===== config.mk =====
export PLATFORM = sky130hd
export DESIGN_NAME = psram_arb_flat
export DESIGN_NICKNAME = d
export VERILOG_FILES = /design/src/rtl/psram_arb_if.sv /design/src/rtl/psram_arb.sv /design/src/flat_wrapper.sv
export SDC_FILE = /design/constraint.sdc
export NUM_CORES = 1
export LEC_CHECK = 0
export CAP_MARGIN = 0
export CORE_MARGIN = 2
export CORE_UTILIZATION = 46
export CTS_CLUSTER_SIZE = 28
export DETAILED_ROUTE_END_ITERATION = 6
export GPL_TIMING_DRIVEN = 0
export PLACE_DENSITY = 0.95
export RECOVER_POWER = 25
export SYNTH_ARGS = -nofsm -noshare
export SYNTH_HDL_FRONTEND = slang
export SYNTH_SLANG_ARGS = --single-unit

===== constraint.sdc =====
create_clock -name clk -period 3.12 [get_ports clk]
set_clock_uncertainty 0.15 [all_clocks]
set_input_delay 0.468 -clock clk [delete_from_list [all_inputs] [get_ports clk]]
set_output_delay 0.468 -clock clk [all_outputs]
set_load 0.03 [all_outputs]

===== src/rtl/psram_arb_if.sv =====
// Requester-side bundle for the two-port PSRAM arbiter: port 0 (core) and port 1 (DMA).
// The arbiter uses the slave modport; a requester-side model uses master.
interface psram_arb_if;
  logic        p0_req;
  logic        p0_we;
  logic [22:0] p0_a;
  logic [7:0]  p0_din;
  logic [7:0]  p0_dout;
  logic        p0_ack;

  logic        p1_req;
  logic        p1_we;
  logic [22:0] p1_a;
  logic [7:0]  p1_din;
  logic [7:0]  p1_dout;
  logic        p1_ack;

  modport master (
    output p0_req, p0_we, p0_a, p0_din,
    input  p0_dout, p0_ack,
    output p1_req, p1_we, p1_a, p1_din,
    input  p1_dout, p1_ack
  );

  modport slave (
    input  p0_req, p0_we, p0_a, p0_din,
    output p0_dout, p0_ack,
    input  p1_req, p1_we, p1_a, p1_din,
    output p1_dout, p1_ack
  );
endinterface


===== src/rtl/psram_arb.sv =====
// Two-port arbiter and strobe sequencer for an asynchronous 16-bit PSRAM.
// Port 0 has priority; port 1 is forced through after STARVE consecutive contested losses.
module psram_arb #(
  parameter int unsigned T_ACC  = 5,
  parameter int unsigned T_REC  = 1,
  parameter int unsigned STARVE = 4
) (
  input  logic        clk,
  input  logic        rst_n,
  psram_arb_if.slave  bus,
  output logic [21:0] ram_a,
  output logic [15:0] ram_dq_o,
  output logic        ram_dq_oe,
  input  logic [15:0] ram_dq_i,
  output logic        ram_ce_n,
  output logic        ram_oe_n,
  output logic        ram_we_n,
  output logic        ram_lb_n,
  output logic        ram_ub_n,
  output logic        ram_zz_n
);

  localparam int unsigned CntMax = (T_ACC > T_REC) ? T_ACC : T_REC;
  localparam int unsigned CntW   = $clog2(CntMax) + 1;
  localparam int unsigned StW    = $clog2(STARVE + 1);

  localparam logic [CntW-1:0] AccLast   = CntW'(T_ACC - 1);
  localparam logic [CntW-1:0] AccPenult = CntW'(T_ACC - 2);
  localparam logic [CntW-1:0] RecLast   = CntW'(T_REC - 1);
  localparam logic [StW-1:0]  StarveMax = StW'(STARVE);

  typedef enum logic [1:0] {StIdle, StAccess, StRecover} state_e;

  state_e          state_q, state_d;
  logic [CntW-1:0] cnt_q, cnt_d;
  logic [StW-1:0]  starve_q, starve_d;
  logic            port_q, port_d;
  logic            we_q, we_d;
  logic            a0_q, a0_d;
  logic [21:0]     ram_a_q, ram_a_d;
  logic [15:0]     dq_o_q, dq_o_d;
  logic            dq_oe_q, dq_oe_d;
  logic            ce_n_q, ce_n_d;
  logic            oe_n_q, oe_n_d;
  logic            we_n_q, we_n_d;
  logic            lb_n_q, lb_n_d;
  logic            ub_n_q, ub_n_d;
  logic            ack0_q, ack0_d;
  logic            ack1_q, ack1_d;
  logic [7:0]      dout0_q, dout0_d;
  logic [7:0]      dout1_q, dout1_d;

  logic            win1;
  logic            sel_we;
  logic [22:0]     sel_a;
  logic [7:0]      sel_din;
  logic [7:0]      rd_byte;

  assign win1    = bus.p1_req & (~bus.p0_req | (starve_q == StarveMax));
  assign sel_we  = win1 ? bus.p1_we  : bus.p0_we;
  assign sel_a   = win1 ? bus.p1_a   : bus.p0_a;
  assign sel_din = win1 ? bus.p1_din : bus.p0_din;
  assign rd_byte = a0_q ? ram_dq_i[15:8] : ram_dq_i[7:0];

  always_comb begin
    state_d  = state_q;
    cnt_d    = cnt_q;
    starve_d = starve_q;
    port_d   = port_q;
    we_d     = we_q;
    a0_d     = a0_q;
    ram_a_d  = ram_a_q;
    dq_o_d   = dq_o_q;
    dq_oe_d  = dq_oe_q;
    ce_n_d   = ce_n_q;
    oe_n_d   = oe_n_q;
    we_n_d   = we_n_q;
    lb_n_d   = lb_n_q;
    ub_n_d   = ub_n_q;
    ack0_d   = 1'b0;
    ack1_d   = 1'b0;
    dout0_d  = dout0_q;
    dout1_d  = dout1_q;

    unique case (state_q)
      StIdle: begin
        if (bus.p0_req || bus.p1_req) begin
          // Strobes are registered on the grant edge so ACCESS starts asserted.
          state_d = StAccess;
          cnt_d   = '0;
          port_d  = win1;
          we_d    = sel_we;
          a0_d    = sel_a[0];
          ram_a_d = sel_a[22:1];
          dq_o_d  = {sel_din, sel_din};
          dq_oe_d = sel_we;
          ce_n_d  = 1'b0;
          oe_n_d  = sel_we;
          we_n_d  = ~sel_we;
          lb_n_d  = sel_a[0];
          ub_n_d  = ~sel_a[0];
          if (win1) begin
            starve_d = '0;
          end else if (bus.p1_req && starve_q != StarveMax) begin
            starve_d = starve_q + 1'b1;
          end
        end
      end
      StAccess: begin
        cnt_d = cnt_q + 1'b1;
        if (cnt_q == AccLast) begin
          state_d = StRecover;
          cnt_d   = '0;
          dq_oe_d = 1'b0;
          ce_n_d  = 1'b1;
          oe_n_d  = 1'b1;
          we_n_d  = 1'b1;
          lb_n_d  = 1'b1;
          ub_n_d  = 1'b1;
          ack0_d  = ~port_q;
          ack1_d  = port_q;
          if (!we_q) begin
            if (port_q) dout1_d = rd_byte;
            else        dout0_d = rd_byte;
          end
        end else if (cnt_q == AccPenult) begin
          // Release WE one cycle early so data is held with CE still low.
          we_n_d = 1'b1;
        end
      end
      StRecover: begin
        cnt_d = cnt_q + 1'b1;
        if (cnt_q == RecLast) begin
          state_d = StIdle;
          cnt_d   = '0;
        end
      end
      default: state_d = StIdle;
    endcase
  end

  always_ff @(posedge clk or negedge rst_n) begin
    if (!rst_n) begin
      state_q  <= StIdle;
      cnt_q    <= '0;
      starve_q <= '0;
      port_q   <= 1'b0;
      we_q     <= 1'b0;
      a0_q     <= 1'b0;
      ram_a_q  <= '0;
      dq_o_q   <= '0;
      dq_oe_q  <= 1'b0;
      ce_n_q   <= 1'b1;
      oe_n_q   <= 1'b1;
      we_n_q   <= 1'b1;
      lb_n_q   <= 1'b1;
      ub_n_q   <= 1'b1;
      ack0_q   <= 1'b0;
      ack1_q   <= 1'b0;
      dout0_q  <= '0;
      dout1_q  <= '0;
    end else begin
      state_q  <= state_d;
      cnt_q    <= cnt_d;
      starve_q <= starve_d;
      port_q   <= port_d;
      we_q     <= we_d;
      a0_q     <= a0_d;
      ram_a_q  <= ram_a_d;
      dq_o_q   <= dq_o_d;
      dq_oe_q  <= dq_oe_d;
      ce_n_q   <= ce_n_d;
      oe_n_q   <= oe_n_d;
      we_n_q   <= we_n_d;
      lb_n_q   <= lb_n_d;
      ub_n_q   <= ub_n_d;
      ack0_q   <= ack0_d;
      ack1_q   <= ack1_d;
      dout0_q  <= dout0_d;
      dout1_q  <= dout1_d;
    end
  end

  assign ram_a       = ram_a_q;
  assign ram_dq_o    = dq_o_q;
  assign ram_dq_oe   = dq_oe_q;
  assign ram_ce_n    = ce_n_q;
  assign ram_oe_n    = oe_n_q;
  assign ram_we_n    = we_n_q;
  assign ram_lb_n    = lb_n_q;
  assign ram_ub_n    = ub_n_q;
  assign ram_zz_n    = 1'b1;
  assign bus.p0_ack  = ack0_q;
  assign bus.p1_ack  = ack1_q;
  assign bus.p0_dout = dout0_q;
  assign bus.p1_dout = dout1_q;

endmodule


===== src/flat_wrapper.sv =====
// flat-port wrapper written by rule: the top's interface ports become plain ports
module psram_arb_flat 
#(
  parameter int unsigned T_ACC  = 5,
  parameter int unsigned T_REC  = 1,
  parameter int unsigned STARVE = 4
)
  (clk, rst_n, ram_a, ram_dq_o, ram_dq_oe, ram_dq_i, ram_ce_n, ram_oe_n, ram_we_n, ram_lb_n, ram_ub_n, ram_zz_n, bus_p0_req, bus_p0_we, bus_p0_a, bus_p0_din, bus_p0_dout, bus_p0_ack, bus_p1_req, bus_p1_we, bus_p1_a, bus_p1_din, bus_p1_dout, bus_p1_ack);
  psram_arb_if bus_i ();
  input  logic clk;
  input  logic rst_n;
  output logic [21:0] ram_a;
  output logic [15:0] ram_dq_o;
  output logic ram_dq_oe;
  input  logic [15:0] ram_dq_i;
  output logic ram_ce_n;
  output logic ram_oe_n;
  output logic ram_we_n;
  output logic ram_lb_n;
  output logic ram_ub_n;
  output logic ram_zz_n;
  input wire logic [$bits(bus_i.p0_req)-1:0] bus_p0_req;
  input wire logic [$bits(bus_i.p0_we)-1:0] bus_p0_we;
  input wire logic [$bits(bus_i.p0_a)-1:0] bus_p0_a;
  input wire logic [$bits(bus_i.p0_din)-1:0] bus_p0_din;
  output wire logic [$bits(bus_i.p0_dout)-1:0] bus_p0_dout;
  output wire logic [$bits(bus_i.p0_ack)-1:0] bus_p0_ack;
  input wire logic [$bits(bus_i.p1_req)-1:0] bus_p1_req;
  input wire logic [$bits(bus_i.p1_we)-1:0] bus_p1_we;
  input wire logic [$bits(bus_i.p1_a)-1:0] bus_p1_a;
  input wire logic [$bits(bus_i.p1_din)-1:0] bus_p1_din;
  output wire logic [$bits(bus_i.p1_dout)-1:0] bus_p1_dout;
  output wire logic [$bits(bus_i.p1_ack)-1:0] bus_p1_ack;
  assign bus_i.p0_req = bus_p0_req;
  assign bus_i.p0_we = bus_p0_we;
  assign bus_i.p0_a = bus_p0_a;
  assign bus_i.p0_din = bus_p0_din;
  assign bus_p0_dout = bus_i.p0_dout;
  assign bus_p0_ack = bus_i.p0_ack;
  assign bus_i.p1_req = bus_p1_req;
  assign bus_i.p1_we = bus_p1_we;
  assign bus_i.p1_a = bus_p1_a;
  assign bus_i.p1_din = bus_p1_din;
  assign bus_p1_dout = bus_i.p1_dout;
  assign bus_p1_ack = bus_i.p1_ack;
  psram_arb #(.T_ACC(T_ACC), .T_REC(T_REC), .STARVE(STARVE)) u_core (.clk(clk), .rst_n(rst_n), .bus(bus_i), .ram_a(ram_a), .ram_dq_o(ram_dq_o), .ram_dq_oe(ram_dq_oe), .ram_dq_i(ram_dq_i), .ram_ce_n(ram_ce_n), .ram_oe_n(ram_oe_n), .ram_we_n(ram_we_n), .ram_lb_n(ram_lb_n), .ram_ub_n(ram_ub_n), .ram_zz_n(ram_zz_n));
endmodule

# Yosys cells after proc, flatten, opt, wreduce, memory -nomap -nowiden
# Index checks and enable logic that the tools add are counted.
classes:
  addsub: 2
  eq_ne: 10
  n_mux: 33
  bitwise: 7
  reduce_logical: 15
ops:
  columns: ["op", "n"]
  rows:
  - ["$mux W23", 1]
  - ["$mux W8", 2]
  - ["$mux W1", 14]
  - ["$mux W4", 3]
  - ["$pmux W1 S2", 6]
  - ["$pmux W4 S3", 1]
  - ["$reduce_and A3 Y1", 4]
  - ["$reduce_and A4 Y1", 2]
  - ["$mux W2", 3]
  - ["$mux W3", 2]
  - ["$ne A2 B1 Y1 const B", 3]
  - ["$pmux W2 S3", 1]
  - ["$not A1 Y1", 5]
  - ["$add A4 B1 Y4 const B", 1]
  - ["$eq A4 B2 Y1 const B", 1]
  - ["$eq A4 B3 Y1 const B", 1]
  - ["$logic_not A4 Y1", 1]
  - ["$reduce_and A2 Y1", 2]
  - ["$reduce_bool A2 Y1", 2]
  - ["$add A3 B1 Y3 const B", 1]
  - ["$eq A3 B3 Y1 const B", 1]
  - ["$ne A3 B1 Y1 const B", 1]
  - ["$ne A3 B3 Y1 const B", 1]
  - ["$reduce_bool A3 Y1", 1]
  - ["other kinds (7)", 7]
word_totals:
  ff_bits: 74
  output_inout_bits: 63
  elab_cells: 85

# Longest topological paths before layout
# Gate-level depths: netlist of run 1.
logic_depth:
  word_depth: 7
  ltp_mapped: 8
  depth_no_buf: 6

# Worst setup path after synthesis of run 1
# OpenSTA, ideal clock, no wires.
synth_path:
  path_kind: "flip-flop to flip-flop"
  start: "register u_core.cnt_q[0]"
  end: "register u_core.state_q[0]"
  setup_time_ns: 0.136
  t_arrival_ns: 1.465
  t_required_ns: 2.834
  setup_slack_ns: 1.369
  path_stages_with_launch: 7
  period_less_slack_ns: 1.751
  path_cell_list: "dfrtp_1 > inv_1 > ha_1 > nor4bb_1 > nor3_1 > o21ai_0 > o21ai_0"
synth_via:
  elab_chain_cells: 3
synth_rtl:
  columns: ["item", "line", "source"]
  rows:
  - ["start: declaration", "psram_arb.sv:35", "logic [CntW-1:0] cnt_q, cnt_d;"]
  - ["start signal: assignment", "psram_arb.sv:164", "cnt_q <= cnt_d;"]
  - ["$eq A4 B3 Y1 / $logic_not A4 Y1 (equally long branches)", "psram_arb.sv:111, psram_arb.sv:133", null]
  - ["$ne A2 B1 Y1 (no line)", null, null]
  - ["$reduce_and A3 Y1 (no line) *", null, null]
  - ["end signal: assignment", "psram_arb.sv:144", "state_q <= StIdle;"]
  - ["end signal: assignment", "psram_arb.sv:163", "state_q <= state_d;"]
  - ["end: declaration", "psram_arb.sv:34", "state_e state_q, state_d;"]
# Every way passes the cells marked *; elsewhere a longest branch is shown, timed or not.
# A chain may end at the register's enable or synchronous reset.

# Worst setup path after layout of run 1
layout_path:
  start: "register u_core.oe_n_q, in the netlist u_core.ram_oe_n"
  end: "output ram_oe_n"
layout_lines:
  columns: ["item", "line", "source"]
  rows:
  - ["start: declaration", "psram_arb.sv:44", "logic oe_n_q, oe_n_d;"]
  - ["start signal: assignment", "psram_arb.sv:173", "oe_n_q <= oe_n_d;"]
  - ["end: declaration", "flat_wrapper.sv:17", "output logic ram_oe_n;"]
# No word-level cell between the ends.

==> Flow_metrics.wiki, run 1 <==
{| class="wikitable"
! Metric !! Value
|-
| Status || finished, violations left
|-
| Violations in the final reports || max-capacitance violations, max-slew violations
|-
| Slew Limit Headroom || -0.0726
|-
| Unrepaired setup endpoints after global routing || no
|-
| Routability congestion estimate || ~0.82
|-
| WP buf/inv || 1
|-
| Detail Placement HPWL || 6.81 mm
|-
| Post-cts sizing count || 0
|-
| Endpoint arrival time on the critical path || 1.58 ns
|-
| Syn Nets || 420
|-
| Total Routing Usage GR || 0.237
|-
| Number of violations reported at the end of detailed-routing iteration 0 || 238
|-
| Total grt overflow || 0
|-
| CP Capture Type || primary output
|-
| Die footprint || roughly 8000 µm²
|-
| Post-synthesis sequential area ratio || 0.497
|-
| Final period utilization || 0.706
|-
| Distinct cell type count of the synthesized netlist || 44
|-
| Share of power burned in combinational logic || 0.517
|-
| Row Count || 31
|-
| Floorplan die height || 89.2 µm
|-
| Largest stage delay on the critical path || 0.70 ns
|-
| Cell family with the largest share of critical-path delay || buffers and inverters
|-
| Buffers added on ports || around 140
|-
| Leakage power of the design || 0.00229 µW
|-
| FF-to-FF End || u_core.state_q[0]
|-
| Antenna violations before repair || 0
|-
| Flop and latch count out of synthesis || 66
|-
| Actual transition at the worst max-transition pin || roughly 1.6 ns
|-
| Fmax achieved || between 400 and 500 MHz
|-
| Total power density per cell area || 828 nW/µm²
|-
| Min Tclk post-route || around 2.2 ns
|-
| Count of final max-slew check failures || 67
|-
| Antenna Violating Nets Remaining || 0
|-
| Critical path data required time || ~2.5 ns
|-
| Starting Density || 0.468
|-
| Final Hold Fails || 0
|-
| Placement-stage worst setup slack || 0.701 ns
|-
| Highest ir drop seen on vdd || 0.000467 V
|-
| Pin count of the biggest net entering global routing || 67
|-
| Area of the placeable core || ~7100 µm²
|-
| Proportion of power drawn by the clock network || 0.166
|-
| Number of max-cap violations || 1
|-
| Width of the die || 89.2 µm
|-
| TritonCTS Buffers || 9
|-
| CTS max path bufs || 2
|-
| Count of flip-flops with a built-in enable after synthesis || 0
|-
| Library cell occupying the most area in the post-synthesis netlist || sky130_fd_sc_hd__dfrtp_1
|-
| Int Pwr || 2440 µW
|-
| Worst setup path end || ram_oe_n
|-
| Vias in the first global route || 3035
|-
| Crit Reg-Reg Startpoint || u_core.cnt_q[0]
|-
| Cell count of the worst reg-to-reg path || 6
|-
| Placed cells || 570
|-
| Net switching component of the power || 1770 µW
|-
| Antenna diodes || 0
|-
| Async SR Flop Fraction || 1.00
|-
| Clock root buffer || sky130_fd_sc_hd__clkbuf_8
|-
| Clock latency on the worst-skew pair || 0.34 ns
|-
| Synth Instances || 327
|-
| Final-report setup violation count || 0
|-
| Non-filler cells, final || 586
|-
| Setup crit start || u_core.ram_oe_n
|-
| Number of warnings printed during yosys synthesis || 0
|-
| Final cell area excluding filler cells || 5080 µm²
|-
| Sequential share of power || 0.317
|-
| Post-Syn Area || 3340 µm²
|-
| Vias post-DR || 2940
|-
| Cell Chain, Critical Path || clkdlybuf4s50_1
|-
| Number of iterations in the first detailed-routing pass || 5
|-
| Clock-pin slew reported for the worst setup and hold paths after clock tree synthesis || 0.07 ns
|-
| Final routed wirelength across all metal layers || 8.92 mm
|-
| Routed vias/inst || 5.02
|-
| Fin Hold WS || 0.314 ns
|-
| Worst min path class || reg2reg
|-
| Cell at the slowest stage of the critical path || sky130_fd_sc_hd__clkdlybuf4s50_1
|-
| Wire per inst || around 15 µm
|-
| Prevailing post-synth register cell || sky130_fd_sc_hd__dfrtp_1
|-
| Clock sink count || 66
|-
| Element type at the critical path start || register
|-
| Share of final-layout standard cells stronger than drive strength 1 || 0.107
|-
| Avg Inst Size Synth || 10.2 µm²
|-
| Category of the most critical setup path || reg2out
|-
| Share of the synthesized area in the top cell type || 0.457
|-
| Worst Setup Slack, final || approximately 0.92 ns
|-
| Cell area after placement || 4900 µm²
|-
| Fraction of power spent switching nets || 0.420
|-
| P&R area growth vs syn || 52.4%
|-
| Top area cells in the synthesized netlist || sky130_fd_sc_hd__dfrtp_1 (46%), sky130_fd_sc_hd__mux2i_1 (12%), sky130_fd_sc_hd__nand2_1 (5.6%)
|-
| Logic depth of the worst setup path including buffers || 1
|-
| Clock tree from TritonCTS || yes
|-
| End-of-flow core utilization || 0.712
|-
| CTS H-tree lvls || 3
|-
| Post-layout nets || 575
|-
| Maximum fanout along the worst path || 3
|-
| Number of setup buffers added after CTS || 0
|-
| Number of ports placed on the die boundary || 147
|-
| First-pass GRT wire length || 14.4 mm
|-
| Register-to-register path setup slack || 1.08 ns
|-
| DRC violations left || 0
|-
| Hold buffer count at CTS || 0
|}
kinds of logic (layout without fill, tap and decap cells):
group           Yosys count  count (layout)  share of synthesized area
buf+inv                  36             196                     0.0679
compound gates           75              75                      0.124
other cells               1               1                    0.00112
simple gates             99              99                      0.153
fa+ha+maj                 9               9                     0.0337
mux                      41              41                      0.123
flops                    66              66                      0.497
layer usage:
layer	vias to the layer above	wire, µm	global-route usage
met5	-	0	0
met4	0	208	0.0923
met3	20	618	0.0711
met2	115	4800	0.415
met1	1386	3290	0.272
li1	1419	-	-
flip-flops by register name, summed over array words and instances (netlist names):
signal,flops
u_core.bus.p1_dout,8
u_core.ram_lb_n,1
u_core.bus.p0_ack,1
u_core.we_q,1
u_core.ram_dq_o,8
u_core.port_q,1
u_core.starve_q,3
u_core.bus.p1_ack,1
u_core.state_q,2
u_core.ram_dq_oe,1
u_core.cnt_q,4
u_core.ram_we_n,1
u_core.ram_ce_n,1
u_core.ram_oe_n,1
u_core.ram_a,22
u_core.ram_ub_n,1
u_core.bus.p0_dout,8
u_core.a0_q,1
cell usage in the layout (no fill, tap or decap), drive strengths merged, types with 2 or more instances in the layout:
cell type	instances
clkdlybuf4s50	143
dfrtp	61
nand2	51
o21ai	47
mux2i	41
nor2	25
buf	22
a21oi	20
clkbuf	19
ha	9
inv	7
dfstp	5
nor4b	5
nor3	3
clkinv	3
nand3	2
a21o	2
o22a	2
nor3b	2
nand3b	2
area by class of cell:
type	count	area, µm²
Sequential cell	66	1660
Inverter	7	26.3
Tap cell	99	124
Buffer	29	200
Multi-Input combinational cell	225	1450
Fill cell	532	2050
Clock buffer	11	131
Timing Repair Buffer	144	1440
Clock inverter	5	56.3
power groups by stage:
| stage | Sequential (µW) | Combinational (µW) | Clock (µW) |
|---|---|---|---|
| 3_3_place_gp | 1330 | 2110 | 0 |
| 4_1_cts | 1330 | 2190 | 711 |
| 2_1_floorplan | 1770 | 837 | 0 |
| 3_5_place_dp | 1350 | 2180 | 0 |
| 6_report | 1340 | 2180 | 698 |
| 5_1_grt | 1370 | 2340 | 758 |
per-stage QoR:
step	total power [µW]	TNS [ns]
2_1_floorplan	2610	0
3_3_place_gp	3440	-39.97
3_5_place_dp	3530	0
4_1_cts	4240	0
5_1_grt	4470	0
6_report	4210	0
worst register-to-register path: stages (launching register included):
cell,delay [ns]
sky130_fd_sc_hd__dfrtp_1,0.42
sky130_fd_sc_hd__inv_1,0.13
sky130_fd_sc_hd__ha_1,0.30
sky130_fd_sc_hd__nor4bb_1,0.44
sky130_fd_sc_hd__nor3_1,0.17
sky130_fd_sc_hd__o21ai_0,0.19
sky130_fd_sc_hd__o21ai_0,0.10
synth_stat cells, drive strengths merged, types with 2 or more instances:
cell,number
ha,9
mux2i,41
o22a,2
buf,22
dfstp,5
o21ai,47
nand2,51
a21oi,20
nand3b,2
a21o,2
dfrtp,61
nand3,2
inv,7
nor2,25
nor3b,2
clkbuf,7
nor4b,5
nor3,3
how the worst min path moves through the flow:
stage	start	endpoint	slack, ns	depth (start not counted)
6_report	u_core.ram_ce_n	u_core.ram_ce_n	0.31	2
4_1_cts	rst_n	u_core.bus.p1_dout[4]	0.09	1
3_3_place_gp	u_core.ram_ce_n	u_core.ram_ce_n	0.30	2
2_1_floorplan	rst_n	u_core.a0_q	0.02	0
3_5_place_dp	u_core.ram_ce_n	u_core.ram_ce_n	0.31	2
5_1_grt	u_core.ram_ce_n	u_core.ram_ce_n	0.34	2
No activity file was read; power rests on OpenSTA's default activity.
==> run 2: changes to the inputs <==
- CORE_UTILIZATION: 46 -> 42
- PLACE_DENSITY: 0.95 -> 0.91
- clock period: 3.12 -> 2.3 ns (I/O delays scaled with it)
==> Flow_metrics.wiki, run 2 (synthesis results as in run 1) <==
{| class="wikitable"
! Metric !! Value
|-
| Hold buffer count at CTS || 1 (+1)
|-
| Worst min path class || in2reg
|-
| Starting Density || 0.432 (-0.0357)
|-
| Wire per inst || 14.8 µm (-2.9%)
|-
| Post-layout nets || 576 (+0.17%)
|-
| Clock sink count || 66 (unchanged)
|-
| Final Hold Fails || 0 (unchanged)
|-
| Width of the die || 93.1 µm (+4.4%)
|-
| Area of the placeable core || 7730 µm² (+8.3%)
|-
| Cell family with the largest share of critical-path delay || buffers and inverters
|-
| Fmax achieved || 479 MHz
|-
| Slew Limit Headroom || 0.0409 (+0.113)
|-
| Routability congestion estimate || 0.839 (+2.1%)
|-
| CP Capture Type || primary output
|-
| Total Routing Usage GR || 0.208 (-0.0292)
|-
| Total negative slack || 0 ns (unchanged)
|-
| Total grt overflow || 0 (unchanged)
|-
| Clock latency on the worst-skew pair || 0.34 ns (about the same)
|-
| Clock root buffer || sky130_fd_sc_hd__clkbuf_8
|-
| First-pass GRT wire length || 14.2 mm (-1.3%)
|-
| Total power density per cell area || 1120 nW/µm² (+36%)
|-
| Antenna diodes || 0 (unchanged)
|-
| Crit Reg-Reg Startpoint || u_core.cnt_q[0]
|-
| TritonCTS Buffers || 9 (unchanged)
|-
| Min Tclk post-route || 2.09 ns
|-
| Leading cell type in the layout, fill and taps excluded || sky130_fd_sc_hd__clkdlybuf4s50_1
|-
| Count of final max-slew check failures || 0 (-100%)
|-
| Antenna violations before repair || 0 (unchanged)
|-
| Clock-pin slew reported for the worst setup and hold paths after clock tree synthesis || 0.07 ns (about the same)
|-
| Vias post-DR || 2921 (-0.65%)
|-
| Pin count of the biggest net entering global routing || 67 (unchanged)
|-
| Highest ir drop seen on vdd || 0.000791 V (+69%)
|-
| Buffers added on ports || 144 (unchanged)
|-
| Leakage power of the design || 0.00230 µW (+0.40%)
|-
| Top library cells by usage in the layout, fill and taps aside || sky130_fd_sc_hd__clkdlybuf4s50_1 (143), sky130_fd_sc_hd__dfrtp_1 (61), sky130_fd_sc_hd__nand2_1 (50)
|-
| Critical path data required time || 1.80 ns (-0.70 ns)
|-
| Cell area after placement || 4900 µm² (about the same)
|-
| Number of setup buffers added after CTS || 0 (unchanged)
|-
| Number of ports placed on the die boundary || 147 (unchanged)
|-
| Vias in the first global route || 3094 (+1.9%)
|-
| Final routed wirelength across all metal layers || 8.73 mm (-2.2%)
|-
| Routed vias/inst || 4.95 (-1.3%)
|-
| CTS max path bufs || 2 (unchanged)
|-
| Antenna Violating Nets Remaining || 0 (unchanged)
|-
| Setup crit start || u_core.ram_lb_n
|-
| Endpoint arrival time on the critical path || 1.59 ns (about the same)
|-
| Status || complete, no violations
|-
| Flip-flop count of the largest register after layout || 22 (unchanged)
|-
| Floorplan die height || 93.1 µm (+4.4%)
|-
| Number of iterations in the first detailed-routing pass || 4 (-1)
|-
| Cell at the slowest stage of the critical path || sky130_fd_sc_hd__clkdlybuf4s50_1
|-
| CTS H-tree lvls || 3 (unchanged)
|-
| DRC violations left || 0 (unchanged)
|-
| Element type at the critical path start || register
|-
| End-of-flow core utilization || 0.662 (-0.0504)
|-
| Detail Placement HPWL || 6.65 mm (-2.4%)
|-
| Clock tree from TritonCTS || yes
|-
| Largest stage delay on the critical path || 0.71 ns (about the same)
|-
| Number of max-cap violations || 0 (-1)
|-
| Share of final-layout standard cells stronger than drive strength 1 || 0.109 (+0.00183)
|-
| Actual transition at the worst max-transition pin || 1.44 ns (-0.170 ns)
|-
| P&R area growth vs syn || 53.3%
|-
| Final period utilization || 0.908
|-
| Post-cts sizing count || 0 (unchanged)
|-
| Worst min-delay path startpoint || bus_p1_req
|-
| WP buf/inv || 1 (unchanged)
|-
| Category of the most critical setup path || reg2out
|-
| Row Count || 32 (+3.2%)
|-
| Maximum fanout along the worst path || 3 (unchanged)
|-
| Unrepaired setup endpoints after global routing || no
|-
| Number of violations reported at the end of detailed-routing iteration 0 || 113 (-53%)
|-
| Final cell area excluding filler cells || 5120 µm² (+0.62%)
|-
| Final-report setup violation count || 0 (unchanged)
|-
| Cell Chain, Critical Path || clkdlybuf4s50_1
|-
| Die footprint || 8670 µm² (+9.1%)
|}
==> run 2: cell count changes in the layout (fill, tap and decap cells not counted), sizes merged <==
cell	delta
clkinvlp	+1
buf	+1
dlygate4sd3	+1
clkinv	-2
==> run 2: final cells by class <==
cell class	count	area, µm²
Fill cell	594	2610
Sequential cell	66	1660
Multi-Input combinational cell	225	1450
Timing Repair Buffer	145	1450
Buffer	29	200
Clock buffer	12	155
Tap cell	102	128
Clock inverter	4	50.0
Inverter	7	26.3
==> run 2: report_power, final <==
part	internal [µW]	leakage [µW]	total, µW	switching [µW]
Clock	558	0.0000986	1010	449
Sequential	1560	0.000759	1810	258
Combinational	1260	0.00145	2930	1670
Total	3370	0.00230	5750	2370
==> run 2: path summary, 6_finish.rpt <==
| path | slack, ns | cells after the start | endpoint |
|---|---|---|---|
| max | 0.21 | 1 | ram_lb_n |
| min in group asynchronous | 0.74 | 2 | u_core.starve_q[2] |
| min | 0.23 | 3 | u_core.starve_q[1] |
| min reg2reg | 0.32 | 2 | u_core.ram_ce_n |
| max reg2reg | 0.25 | 6 | u_core.state_q[0] |
| max in group asynchronous | 0.39 | 2 | u_core.bus.p1_dout[0] |
==> run 2: through the flow <==
| step | setup slack (ns) | std cells | power (µW) | hold slack [ns] |
|---|---|---|---|---|
| 6_report | 0.212 | 590 | 5750 | 0.225 |
| 5_1_grt | 0.0674 | 590 | 6060 | 0.248 |
| 4_1_cts | 0.213 | 590 | 5780 | 0.218 |
| 3_5_place_dp | 0.0728 | 573 | 4770 | 0.307 |
| 3_3_place_gp | -1.38 | 573 | 4670 | 0.301 |
| 2_1_floorplan | 0.549 | 327 | 3540 | -0.101 |
==> run 2: per-layer routing <==
| layer | track usage | vias to the layer above | routed length, µm | part of all wire |
|---|---|---|---|---|
| li1 | - | 1425 | - | - |
| met2 | 0.376 | 94 | 4540 | 0.52 |
| met4 | 0.0882 | 0 | 206 | 0.024 |
| met5 | 0 | - | 0 | 0 |
| met3 | 0.0588 | 21 | 531 | 0.061 |
| met1 | 0.228 | 1381 | 3450 | 0.40 |
==> run 3: changes to the inputs <==
- SETUP_SLACK_MARGIN: not set -> 0.05
- TNS_END_PERCENT: not set -> 50
==> results of run 3 <==
No change in the layout: final DEF, timing and power equal those of run 2.
